<file path="src/rtl/uart_rx_deframer_if.sv">
// Parallel result port of the UART receive deframer.
// data_valid is a one-cycle strobe with no ready: the consumer must take data_out/parity_err/frame_err in that cycle.
interface uart_rx_deframer_if #(
   parameter int DATA_BITS = 8
);
   logic [DATA_BITS-1:0] data_out;
   logic                 data_valid;
   logic                 parity_err;
   logic                 frame_err;
   logic                 busy;

   modport master (
      output data_out,
      output data_valid,
      output parity_err,
      output frame_err,
      output busy
   );

   modport slave (
      input data_out,
      input data_valid,
      input parity_err,
      input frame_err,
      input busy
   );
endinterface

</file>
<file path="src/rtl/uart_rx_deframer.sv">
// UART receive deframer: start, DATA_BITS LSB-first, parity, stop, timed by an oversample tick.
// Define RX_MAJORITY_EN to take each bit as a 2-of-3 vote over the last three ticks.
module uart_rx_deframer #(
   parameter int OVERSAMPLE = 16,
   parameter int DATA_BITS  = 8,
   parameter int PARITY_ODD = 0
) (
   input  logic               baud_clk,
   input  logic               rst,
   input  logic               tick,
   input  logic               rx_in,
   uart_rx_deframer_if.master rx_if,
   output logic [2:0]         state_dbg
);

   localparam int CW = $clog2(OVERSAMPLE);
   localparam int BW = (DATA_BITS > 1) ? $clog2(DATA_BITS) : 1;
   localparam logic [CW-1:0] TC_HALF = CW'(OVERSAMPLE / 2 - 1);
   localparam logic [CW-1:0] TC_FULL = CW'(OVERSAMPLE - 1);
   localparam logic [BW-1:0] BC_LAST = BW'(DATA_BITS - 1);
   localparam logic          PAR_ODD = 1'(PARITY_ODD);

   typedef enum logic [2:0] {
      S_IDLE   = 3'd0,
      S_START  = 3'd1,
      S_DATA   = 3'd2,
      S_PARITY = 3'd3,
      S_STOP   = 3'd4,
      S_BREAK  = 3'd5
   } state_t;

   state_t               state;
   logic                 rx_m;
   logic                 rx_s;
   logic [CW-1:0]        tick_cnt;
   logic [BW-1:0]        bit_cnt;
   logic [DATA_BITS-1:0] shift_reg;
   logic                 perr;
   logic                 samp;

   assign state_dbg = state;

   always_ff @(posedge baud_clk) begin
      if (rst) begin
         rx_m <= 1'b1;
         rx_s <= 1'b1;
      end else begin
         rx_m <= rx_in;
         rx_s <= rx_m;
      end
   end

`ifdef RX_MAJORITY_EN
   // History of the two previous ticks; with the current rx_s this spans N-2..N.
   logic [1:0] vote_h;

   always_ff @(posedge baud_clk) begin
      if (rst) begin
         vote_h <= 2'b11;
      end else if (tick) begin
         vote_h <= {vote_h[0], rx_s};
      end
   end

   assign samp = (vote_h[1] & vote_h[0]) | (vote_h[1] & rx_s) | (vote_h[0] & rx_s);
`else
   assign samp = rx_s;
`endif

   always_ff @(posedge baud_clk) begin
      if (rst) begin
         state            <= S_IDLE;
         tick_cnt         <= '0;
         bit_cnt          <= '0;
         shift_reg        <= '0;
         perr             <= 1'b0;
         rx_if.data_out   <= '0;
         rx_if.data_valid <= 1'b0;
         rx_if.parity_err <= 1'b0;
         rx_if.frame_err  <= 1'b0;
         rx_if.busy       <= 1'b0;
      end else begin
         rx_if.data_valid <= 1'b0;
         if (tick) begin
            case (state)
               S_IDLE: begin
                  if (!rx_s) begin
                     state      <= S_START;
                     tick_cnt   <= '0;
                     rx_if.busy <= 1'b1;
                  end
               end
               S_START: begin
                  if (tick_cnt == TC_HALF) begin
                     tick_cnt <= '0;
                     if (!samp) begin
                        state   <= S_DATA;
                        bit_cnt <= '0;
                     end else begin
                        state      <= S_IDLE;
                        rx_if.busy <= 1'b0;
                     end
                  end else begin
                     tick_cnt <= tick_cnt + 1'b1;
                  end
               end
               S_DATA: begin
                  if (tick_cnt == TC_FULL) begin
                     tick_cnt  <= '0;
                     shift_reg <= {samp, shift_reg[DATA_BITS-1:1]};
                     if (bit_cnt == BC_LAST) begin
                        bit_cnt <= '0;
                        state   <= S_PARITY;
                     end else begin
                        bit_cnt <= bit_cnt + 1'b1;
                     end
                  end else begin
                     tick_cnt <= tick_cnt + 1'b1;
                  end
               end
               S_PARITY: begin
                  if (tick_cnt == TC_FULL) begin
                     tick_cnt <= '0;
                     perr     <= (^shift_reg) ^ samp ^ PAR_ODD;
                     state    <= S_STOP;
                  end else begin
                     tick_cnt <= tick_cnt + 1'b1;
                  end
               end
               S_STOP: begin
                  if (tick_cnt == TC_FULL) begin
                     tick_cnt         <= '0;
                     rx_if.data_out   <= shift_reg;
                     rx_if.parity_err <= perr;
                     rx_if.frame_err  <= ~samp;
                     rx_if.data_valid <= 1'b1;
                     if (samp) begin
                        state      <= S_IDLE;
                        rx_if.busy <= 1'b0;
                     end else begin
                        state <= S_BREAK;
                     end
                  end else begin
                     tick_cnt <= tick_cnt + 1'b1;
                  end
               end
               // A line held low after a bad stop must rise before a new start counts.
               S_BREAK: begin
                  if (rx_s) begin
                     state      <= S_IDLE;
                     rx_if.busy <= 1'b0;
                  end
               end
               default: begin
                  state      <= S_IDLE;
                  rx_if.busy <= 1'b0;
               end
            endcase
         end
      end
   end

endmodule
</file>
<file path="src/flat_wrapper.sv">
// flat-port wrapper written by rule: the top's interface ports become plain ports
module uart_rx_deframer_flat 
#(
   parameter int OVERSAMPLE = 16,
   parameter int DATA_BITS  = 8,
   parameter int PARITY_ODD = 0
)
  (baud_clk, rst, tick, rx_in, state_dbg, rx_if_data_out, rx_if_data_valid, rx_if_parity_err, rx_if_frame_err, rx_if_busy);
  uart_rx_deframer_if #(.DATA_BITS(DATA_BITS)) rx_if_i ();
  input  logic baud_clk;
  input  logic rst;
  input  logic tick;
  input  logic rx_in;
  output logic [2:0] state_dbg;
  output wire logic [$bits(rx_if_i.data_out)-1:0] rx_if_data_out;
  output wire logic [$bits(rx_if_i.data_valid)-1:0] rx_if_data_valid;
  output wire logic [$bits(rx_if_i.parity_err)-1:0] rx_if_parity_err;
  output wire logic [$bits(rx_if_i.frame_err)-1:0] rx_if_frame_err;
  output wire logic [$bits(rx_if_i.busy)-1:0] rx_if_busy;
  assign rx_if_data_out = rx_if_i.data_out;
  assign rx_if_data_valid = rx_if_i.data_valid;
  assign rx_if_parity_err = rx_if_i.parity_err;
  assign rx_if_frame_err = rx_if_i.frame_err;
  assign rx_if_busy = rx_if_i.busy;
  uart_rx_deframer #(.OVERSAMPLE(OVERSAMPLE), .DATA_BITS(DATA_BITS), .PARITY_ODD(PARITY_ODD)) u_core (.baud_clk(baud_clk), .rst(rst), .tick(tick), .rx_in(rx_in), .rx_if(rx_if_i), .state_dbg(state_dbg));
endmodule
</file>
<file path="config.mk">
export PLATFORM = sky130hd
export DESIGN_NAME = uart_rx_deframer_flat
export DESIGN_NICKNAME = d
export VERILOG_FILES = /design/src/rtl/uart_rx_deframer_if.sv /design/src/rtl/uart_rx_deframer.sv /design/src/flat_wrapper.sv
export SDC_FILE = /design/constraint.sdc
export NUM_CORES = 1
export LEC_CHECK = 0
export ABC_AREA = 1
export BUFFER_PORTS_ARGS = -buffer_cell sky130_fd_sc_hd__clkbuf_2
export CAP_MARGIN = 20
export CORE_MARGIN = 2
export CORE_UTILIZATION = 30
export CTS_CLUSTER_DIAMETER = 100
export CTS_CLUSTER_SIZE = 14
export DETAILED_ROUTE_END_ITERATION = 6
export PLACE_DENSITY = 0.43
export SLEW_MARGIN = 20
export SYNTH_ARGS = -nofsm -noshare
export SYNTH_HDL_FRONTEND = slang
export SYNTH_SLANG_ARGS = --single-unit
</file>
<file path="constraint.sdc">
create_clock -name baud_clk -period 4.3 [get_ports baud_clk]
set_input_delay 0.86 -clock baud_clk [delete_from_list [all_inputs] [get_ports baud_clk]]
set_output_delay 0.86 -clock baud_clk [all_outputs]
set_load 0.01 [all_outputs]
</file>
==> results of run 1 <==
==> final cells by class <==
type	instances	area share, %
clock buffers	7	4.38
clock inverters	1	1.52
inverters	35	6.67
multi-input cells	173	44.7
flip-flops and latches	33	33.5
well taps	72	4.57
repair buffers	18	4.57
==> placed cells by master, fill, tap and decap left out, drive strengths merged <==
cell	n
nand2	68
inv	35
dfxtp	33
nor2	29
o21ai	27
a21oi	27
clkbuf	25
nand3	13
ha	3
or2	3
xnor2	1
o21a	1
nor3	1
bufinv	1
==> through the flow <==
step                instances  total power, mW  area, µm²
finish                    339            0.645       1970
global placement          331            0.348       1850
global route              339            0.681       1970
detailed placement        331            0.348       1850
floorplan                 246            0.339       1700
CTS                       339            0.659       1970
==> worst min path at each step <==
stage,start,to,slack [ns],cells after the start
2_1_floorplan,u_core.rx_m$_SDFF_PP1_,u_core.rx_s$_SDFF_PP1_,0.39,1
3_3_place_gp,u_core.rx_m$_SDFF_PP1_,u_core.rx_s$_SDFF_PP1_,0.39,1
3_5_place_dp,u_core.rx_m$_SDFF_PP1_,u_core.rx_s$_SDFF_PP1_,0.40,1
4_1_cts,u_core.rx_m$_SDFF_PP1_,u_core.rx_s$_SDFF_PP1_,0.41,1
5_1_grt,u_core.rx_m$_SDFF_PP1_,u_core.rx_s$_SDFF_PP1_,0.42,1
6_report,u_core.rx_m$_SDFF_PP1_,u_core.rx_s$_SDFF_PP1_,0.41,1
==> kinds of logic after synthesis <==
group	share of synthesized area, %
AO/OA/AOI/OAI	17.0
flip-flops	38.8
buffers and inverters	9.48
XOR/XNOR	0.514
adder cells (fa/ha/maj)	2.20
AND/OR/NAND/NOR	32.0
==> power groups by stage <==
| stage | registers (mW) | clock network, mW | logic (mW) |
|---|---|---|---|
| final | 0.310 | 0.305 | 0.0296 |
| after floorplan | 0.317 | 0 | 0.0213 |
| after global placement | 0.318 | 0 | 0.0301 |
| after detailed placement | 0.317 | 0 | 0.0303 |
| after global routing | 0.310 | 0.337 | 0.0337 |
| after CTS | 0.310 | 0.318 | 0.0304 |
==> metal layers <==
metal,global-route usage (%),part of all wire (%)
met1,16.9,50
met2,19.8,45
met3,3.98,4.5
met4,4.14,0.59
met5,0,0
==> qor.csv, run 1 <==
stage,metric,value,unit
logic_synthesis,synth_commonest_cells,"60 x nand2_1, 33 x dfxtp_1, 29 x inv_1",
critical_path,critical-path-top-delay-family,flip-flops,
sta,period_share,42.4,%
critical_path,arrival,0.96,ns
critical_path,critPathLaunch,u_core.state_dbg[2]$_SDFFE_PP0P_,
pwr,p_sw,139,µW
pwr,clock_power_share,47.3,%
detailed_routing,drc,0,
layout,drive_gt1_share,21.0,%
critical_path,r2r-end,u_core.rx_if.frame_err$_SDFFE_PP0P_,
logic_synthesis,synth_top_area_share,38.8,%
detailed_routing,drt-total-wl,3570,µm
critical_path,cp.depth,1,
layout,fill_cells,590,
critical_path,worst_ep_required_time,3.44,ns
detailed_routing,drt_iter0_drc,68,
critical_path,crit_end,state_dbg[2],
floorplanning,coreArea,5510,µm²
pwr,ir_drop,0.000134,V
place,io_buffers,18,
grt,grt_overflow,0,
clock_network,cts_setup_buffers,0,
sta,fin_skew,0.00508,ns
clock_network,clock_sinks,33,
grt,grt_usage,12.8,%
pwr,p_int,506,µW
worst_hold_path,hold_class,flip-flop to flip-flop,
layout,area_delta_synth_final,15.7,%
critical_path,r2r_setup_slack,2.64,ns
place,gp_congestion,0.728,
detailed_routing,vias_per_cell,4.40,
logic_synthesis,synth_seq_area_share,38.8,%
pwr,power.density,328,nW/µm²
grt,grt_start_max_net_pins,22,
sta,max_freq,548,MHz
clock_network,cts_tree,done,
logic_synthesis,avgSynthCellArea,6.92,µm²
detailed_routing,ant_nets,0,
floorplanning,die_h,79.3,µm
floorplanning,die-width,79.3,µm
floorplanning,ios,19,
logic_synthesis,syn-cell-area,1700,µm²
clock_network,cts_buffers,5,
logic_synthesis,synth_seq_cells,33,
grt,grt_pass1_wl,6290,µm
detailed_routing,wire_per_inst,10.5,µm
logic_synthesis,ys_top_cells_by_area,"dfxtp_1 39%, nand2_1 13%, a21oi_1 7.1%",
clock_network,cts.htree.levels,2,
pwr,switching_share,21.5,%
critical_path,cp_slowest_stage_delay,0.49,ns
layout,finalNetCount,273,
logic_synthesis,yosysMostFrequentCell,nand2_1,
sta,fin_crit,1.82,ns
pwr,power_frac_comb,4.6,%
clock_network,cts.repair.resized,0,
sta,fin_hold_ws,0.411,ns
flow_run,drv_cap,0,
pwr,leakagePower,0.883,nW
critical_path,crit_fanout,8,
clock_network,clk_latency,0.28,ns
critical_path,rr_startpoint,u_core.tick_cnt[0]$_SDFFE_PP0P_,
sta,rsz0062_at_grt,no,
sta,setup_viol,0,
logic_synthesis,synth_nets,253,
logic_synthesis,async_reset_ff_share,0,%
logic_synthesis,yosys_warnings,0,
sta,slew_headroom,64.4,%
place,dpl.hpwl,2600,µm
sta,hold_viol_final,0,
critical_path,critPathKind,flip-flop to output port,
sta,worst_slack,2.48,ns
critical_path,crit_chain,clkbuf_2,
critical_path,reg2regPathDepth,9,
clock_network,cts.clk_slew.worst_paths,0.07,ns
logic_synthesis,synth.distinct_cells,25,
clock_network,cts.path.max_buffers,2,
logic_synthesis,ys.flop_type,dfxtp_1,
sta,slew_viol_final,0,
layout,regArea,661,µm²
logic_synthesis,syn_inst,246,
grt,grt_pass1_vias,1359,
floorplanning,start_util,30.9,%
sta,max_slew.worst_pin.slew,0.533,ns
clock_network,root_buffer,clkbuf_8,
grt,grt_antenna_before_repair,0,
sta,fin_tns_setup,0,ns
pwr,sequentialPowerShare,48.1,%
place,place_ws,2.26,ns
detailed_routing,drtPass1Iterations,4,
layout,diodes,0,
floorplanning,rows,27,
floorplanning,die-area,6290,µm²
run_status,status,"complete, no violations",
critical_path,worst-path-buf-inv,1,
critical_path,crit_slowest_cell,dfxtp_1,
logic_synthesis,synth_edf_count,0,
logic_synthesis,synth_area_leader_cell,dfxtp_1,
clock_network,cts_hold_buf,0,
layout,multiInputGateArea,881,µm²
critical_path,cp-start-kind,flip-flop,
critical_path,end_kind,output port,
layout,final_util,35.8,%
detailed_routing,vias,1490,
No activity file was read; power rests on OpenSTA's default activity.
==> run 2, diff against run 1 <==
--- a/config.mk
+++ b/config.mk
@@ -13,7 +13,7 @@
 export CTS_CLUSTER_DIAMETER = 100
 export CTS_CLUSTER_SIZE = 14
 export DETAILED_ROUTE_END_ITERATION = 6
-export PLACE_DENSITY = 0.43
+export PLACE_DENSITY = 0.45
 export SLEW_MARGIN = 20
 export SYNTH_ARGS = -nofsm -noshare
 export SYNTH_HDL_FRONTEND = slang
==> constraint.sdc (replaced) <==
create_clock -name baud_clk -period 1.65 [get_ports baud_clk]
set_input_delay 0.33 -clock baud_clk [delete_from_list [all_inputs] [get_ports baud_clk]]
set_output_delay 0.33 -clock baud_clk [all_outputs]
set_load 0.01 [all_outputs]
==> qor.csv, run 2 (same netlist as run 1, synthesis figures left out) <==
stage,metric,value,unit
pwr,ir_drop,0.000405,V
critical_path,critical-path-top-delay-family,simple AND/OR/NAND/NOR gates,
clock_network,cts_tree,done,
layout,diodes,0,
layout,final_common_cell,nand2_1,
critical_path,crit_fanout,6,
sta,fin_skew,0.00568,ns
clock_network,cts.clk_slew.worst_paths,0.07,ns
clock_network,root_buffer,clkbuf_8,
layout,final_cell_mix,"60 x nand2_1, 32 x dfxtp_1, 29 x inv_1, 24 x o21ai_0, 24 x a21oi_1",
pwr,power.density,752,nW/µm²
place,place_ws,0.149,ns
run_status,status,"complete, no violations",
grt,grt_overflow,0,
layout,finalNetCount,278,
clock_network,clk_latency,0.29,ns
place,gp_congestion,0.791,
grt,grt_start_max_net_pins,22,
floorplanning,ios,19,
sta,max_slew.worst_pin.slew,0.268,ns
detailed_routing,ant_nets,0,
floorplanning,die-area,6290,µm²
layout,drive_gt1_share,23.2,%
clock_network,cts_buffers,5,
sta,slew_headroom,82.1,%
sta,worst_slack,0.183,ns
layout,design_area,2000,µm²
clock_network,cts_hold_buf,0,
place,dpl.hpwl,2700,µm
critical_path,cp_slowest_stage_delay,0.35,ns
sta,period_share,88.9,%
grt,grt_pass1_wl,6450,µm
sta,fin_crit,1.47,ns
sta,fin_tns_setup,0,ns
clock_network,cts.path.max_buffers,2,
floorplanning,die-width,79.3,µm
critical_path,cp-start-kind,flip-flop,
critical_path,end_kind,flip-flop,
critical_path,worst_ep_required_time,1.84,ns
detailed_routing,vias_per_cell,4.38,
sta,fin_hold_ws,0.221,ns
place,io_buffers,18,
detailed_routing,drt-total-wl,3690,µm
sta,slew_viol_final,0,
detailed_routing,vias,1507,
floorplanning,start_util,30.9,%
sta,setup_viol,0,
critical_path,cp_common_cell,nand2_1,
floorplanning,die_h,79.3,µm
critical_path,crit_chain,ha_1 -> nand2_1 -> nor2_2 -> inv_2 -> nand2_1 -> nand2_1 -> nor2_4 -> o21ai_1 -> o21ai_1 -> nor2_1,
critical_path,crit_slowest_cell,dfxtp_1,
pwr,leakagePower,0.900,nW
layout,area_delta_synth_final,17.6,%
clock_network,cts.htree.levels,2,
floorplanning,rows,27,
sta,max_freq,681,MHz
critical_path,worst-path-buf-inv,1,
place,placed_area,1900,µm²
detailed_routing,drt_iter0_drc,44,
grt,grt_pass1_vias,1441,
critical_path,arrival,1.65,ns
sta,rsz0062_at_grt,no,
flow_run,drv_cap,0,
critical_path,critPathKind,flip-flop to flip-flop,
grt,grt_antenna_before_repair,0,
worst_hold_path,hold_class,input port to flip-flop,
detailed_routing,drc,0,
sta,hold_viol_final,0,
detailed_routing,drtPass1Iterations,4,
detailed_routing,wire_per_inst,10.7,µm
floorplanning,coreArea,5510,µm²
clock_network,clock_sinks,33,
grt,grt_usage,13.3,%
run 2: changes by cell type in the layout (fill, tap and decap cells not counted):
cell / before / now
clkbuf_1: 1 / 0
dfxtp_2: 0 / 1
clkinv_2: 0 / 2
bufinv_16: 1 / 0
clkbuf_8: 6 / 5
clkinvlp_4: 0 / 1
buf_12: 0 / 2
dfxtp_1: 33 / 32
buf_4: 0 / 3
run 2: where the power goes:
part	switching (mW)	internal, mW
Combinational	0.0525	0.0278
Sequential	0.00664	0.802
Clock	0.325	0.291
Total	0.385	1.12
run 2: final cells by class:
type                       instances  area (µm²)
fill                             606        3500
multi-input combinational        173         881
sequential                        33         662
inverter                          35         131
timing repair buffer              23         153
tap                               72        90.1
clock inverter                     3        17.5
clock buffer                       5        68.8
run 2: metrics by stage:
stage	std cells	util (%)	total power, mW
floorplan	246	-	0.882
global placement	335	34.4	0.910
detailed placement	335	34.4	0.910
CTS	343	36.0	1.53
global route	344	36.4	1.57
finish	344	36.4	1.51
run 2: final timing paths:
path                                   start  depth (start not counted)                             end  slack [ns]
max          u_core.tick_cnt[1]$_SDFFE_PP0P_                         10  u_core.bit_cnt[1]$_SDFFE_PP0P_        0.18
min                                    rx_in                          2          u_core.rx_m$_SDFF_PP1_        0.22
max reg2reg  u_core.tick_cnt[1]$_SDFFE_PP0P_                         10  u_core.bit_cnt[1]$_SDFFE_PP0P_        0.18
min reg2reg           u_core.rx_m$_SDFF_PP1_                          1          u_core.rx_s$_SDFF_PP1_        0.42
run 2: routing by layer:
| metal | routed length [µm] | vias up | track usage [%] | share of wire, % |
|---|---|---|---|---|
| met5 | 0 | - | 0 | 0 |
| met4 | 53 | 0 | 4.66 | 1.4 |
| met3 | 154 | 6 | 4.43 | 4.2 |
| met2 | 1630 | 22 | 21.8 | 44 |
| met1 | 1850 | 647 | 16.3 | 50 |
| li1 | - | 832 | - | - |
run 2: repair_timing:
| item | 4_1_cts | 5_1_grt |
|---|---|---|
| buffers inserted | 0 | 1 |
| setup endpoints to repair | 0 | 5 |
| resized for setup | 0 | 1 |
==> run 3, diff against run 2 <==
--- a/config.mk
+++ b/config.mk
@@ -14,6 +14,7 @@
 export CTS_CLUSTER_SIZE = 14
 export DETAILED_ROUTE_END_ITERATION = 6
 export PLACE_DENSITY = 0.45
+export RECOVER_POWER = 25
 export SLEW_MARGIN = 20
 export SYNTH_ARGS = -nofsm -noshare
 export SYNTH_HDL_FRONTEND = slang
==> qor.csv, run 3 (same netlist as run 1, synthesis figures left out) <==
stage,metric,value,unit
grt,grt.busiest_layer,met2,
sta,fin_crit,1.47,ns
grt,use_met2,21.8,%
critical_path,cp_slowest_stage_delay,0.35,ns
clock_network,cts_buffers,5,
flow_run,drv_cap,0,
worst_hold_path,holdCritStartpoint,rx_in,
clock_network,cts_tree,done,
floorplanning,die-area,6290,µm²
sta,slew_headroom,82.2,%
pwr,p_sw,385,µW
layout,drive_gt1_share,19.5,%
clock_network,cts.htree.levels,2,
critical_path,crit_chain,ha_1 -> nand2_1 -> nor2_2 -> inv_2 -> nand2_1 -> nand2_1 -> nor2_4 -> o21ai_1 -> o21ai_1 -> nor2_1,
floorplanning,ios,19,
grt,grt_usage,13.3,%
sta,fin_skew,0.00559,ns
pwr,leakagePower,0.866,nW
critical_path,cp-start-kind,flip-flop,
floorplanning,die-width,79.3,µm
critical_path,crit_fanout,6,
grt,grt_overflow,0,
grt,grt_start_max_net_pins,22,
critical_path,cp_common_cell,nand2_1,
worst_hold_path,hold_class,input port to flip-flop,
place,dpl.hpwl,2700,µm
clock_network,root_buffer,clkbuf_8,
place,gp_congestion,0.791,
place,dp.cells,335,
sta,hold_viol_final,0,
clock_network,cts.path.max_buffers,2,
pwr,switching_share,25.6,%
detailed_routing,vias,1508,
detailed_routing,ant_nets,0,
run_status,status,"complete, no violations",
sta,max_freq,682,MHz
layout,fill_cells,608,
pwr,clock_power_share,41.0,%
layout,final_common_cell,nand2_1,
layout,final_cells,344,
place,io_buffers,18,
clock_network,clock_sinks,33,
sta,max_slew.worst_pin.slew,0.267,ns
critical_path,rr_startpoint,u_core.tick_cnt[1]$_SDFFE_PP0P_,
critical_path,arrival,1.65,ns
critical_path,crit_slowest_cell,dfxtp_1,
clock_network,cts.clk_slew.worst_paths,0.07,ns
grt,grtUsageMet1,16.3,%
clock_network,clk_latency,0.29,ns
grt,met3_usage,4.43,%
detailed_routing,drt-total-wl,3690,µm
detailed_routing,drc,0,
layout,finalNetCount,278,
floorplanning,rows,27,
critical_path,critPathLaunch,u_core.tick_cnt[1]$_SDFFE_PP0P_,
sta,period_share,88.9,%
grt,grt_antenna_before_repair,0,
critical_path,worst_ep_required_time,1.84,ns
floorplanning,coreArea,5510,µm²
layout,final_cell_mix,"60 x nand2_1, 32 x dfxtp_1, 29 x inv_1, 24 x o21ai_0, 24 x a21oi_1",
floorplanning,die_h,79.3,µm
critical_path,end_kind,flip-flop,
pwr,sequentialPowerShare,53.7,%
pwr,ir_drop,0.000402,V
detailed_routing,drt_iter0_drc,42,
pwr,power.density,756,nW/µm²
layout,diodes,0,
sta,fin_tns_setup,0,ns
layout,multiInputGateArea,881,µm²
pwr,power_frac_comb,5.3,%
detailed_routing,vias_per_cell,4.38,
layout,regArea,662,µm²
grt,grt_pass1_vias,1441,
pwr,total_power,1.51,mW
detailed_routing,drtPass1Iterations,4,
layout,area_delta_synth_final,16.9,%
grt,grt_pass1_wl,6450,µm
detailed_routing,wire_per_inst,10.7,µm
pwr,p_int,1.12,mW
critical_path,critPathKind,flip-flop to flip-flop,
sta,rsz0062_at_grt,no,
sta,setup_viol,0,
floorplanning,start_util,30.9,%
sta,slew_viol_final,0,
==> run 3: cell counts in the layout (fill, tap and decap cells not counted) <==
Identical to the previous run, type by type.
==> run 3: cell type report <==
| cell class | instances | share of cell area [%] |
|---|---|---|
| Tap cell | 72 | 4.53 |
| Clock inverter | 3 | 0.880 |
| Inverter | 35 | 6.60 |
| Sequential cell | 33 | 33.2 |
| Clock buffer | 5 | 3.46 |
| Timing Repair Buffer | 23 | 7.04 |
| Multi-Input combinational cell | 173 | 44.2 |
==> run 3: power groups by stage <==
| stage | clock [mW] | sequential (mW) | combinational (mW) |
|---|---|---|---|
| after CTS | 0.641 | 0.809 | 0.0825 |
| final | 0.617 | 0.809 | 0.0799 |
| after floorplan | 0 | 0.827 | 0.0556 |
| after global placement | 0 | 0.827 | 0.0823 |
| after detailed placement | 0 | 0.827 | 0.0822 |
| after global routing | 0.671 | 0.809 | 0.0906 |
==> run 3: metrics by stage <==
stage / hold WS [ns] / setup slack (ns) / instance area (µm²) / utilization, %
2_1_floorplan: 0.389 / 0.292 / 1700 / -
5_1_grt: 0.216 / 0.0167 / 1990 / 36.2
3_3_place_gp: 0.394 / 0.173 / 1900 / 34.4
3_5_place_dp: 0.402 / 0.149 / 1900 / 34.4
4_1_cts: 0.212 / 0.138 / 1980 / 36.0
6_report: 0.221 / 0.184 / 1990 / 36.2
==> run 3: path summary, 6_finish.rpt <==
check             slack [ns]                        endpoint  cells after the start
setup / recovery        0.18  u_core.bit_cnt[1]$_SDFFE_PP0P_                     10
setup reg to reg        0.18  u_core.bit_cnt[1]$_SDFFE_PP0P_                     10
hold reg to reg         0.42          u_core.rx_s$_SDFF_PP1_                      1
hold / removal          0.22          u_core.rx_m$_SDFF_PP1_                      2
==> run 3: critical path: cells and delay by family, from the launching register on <==
family,cells,cell delay (ns)
adders and majority gates,1,0.17
DFF,1,0.35
buffers and inverters,1,0.07
AOI/OAI and AO/OA,2,0.15
and+or+nand+nor,6,0.61
==> run 3: timing repair <==
| action | CTS | global route |
|---|---|---|
| resized for setup | 0 | 1 |
| hold buffers | 0 | 0 |
| hold endpoints to repair | 0 | 0 |
| setup endpoints to repair | 0 | 5 |
| buffers inserted | 0 | 1 |
==> run 3: metal layers <==
metal  routed length (µm)  part of all wire (%)
met5                    0                     0
met4                   53                   1.4
met3                  155                   4.2
met2                 1630                    44
met1                 1850                    50
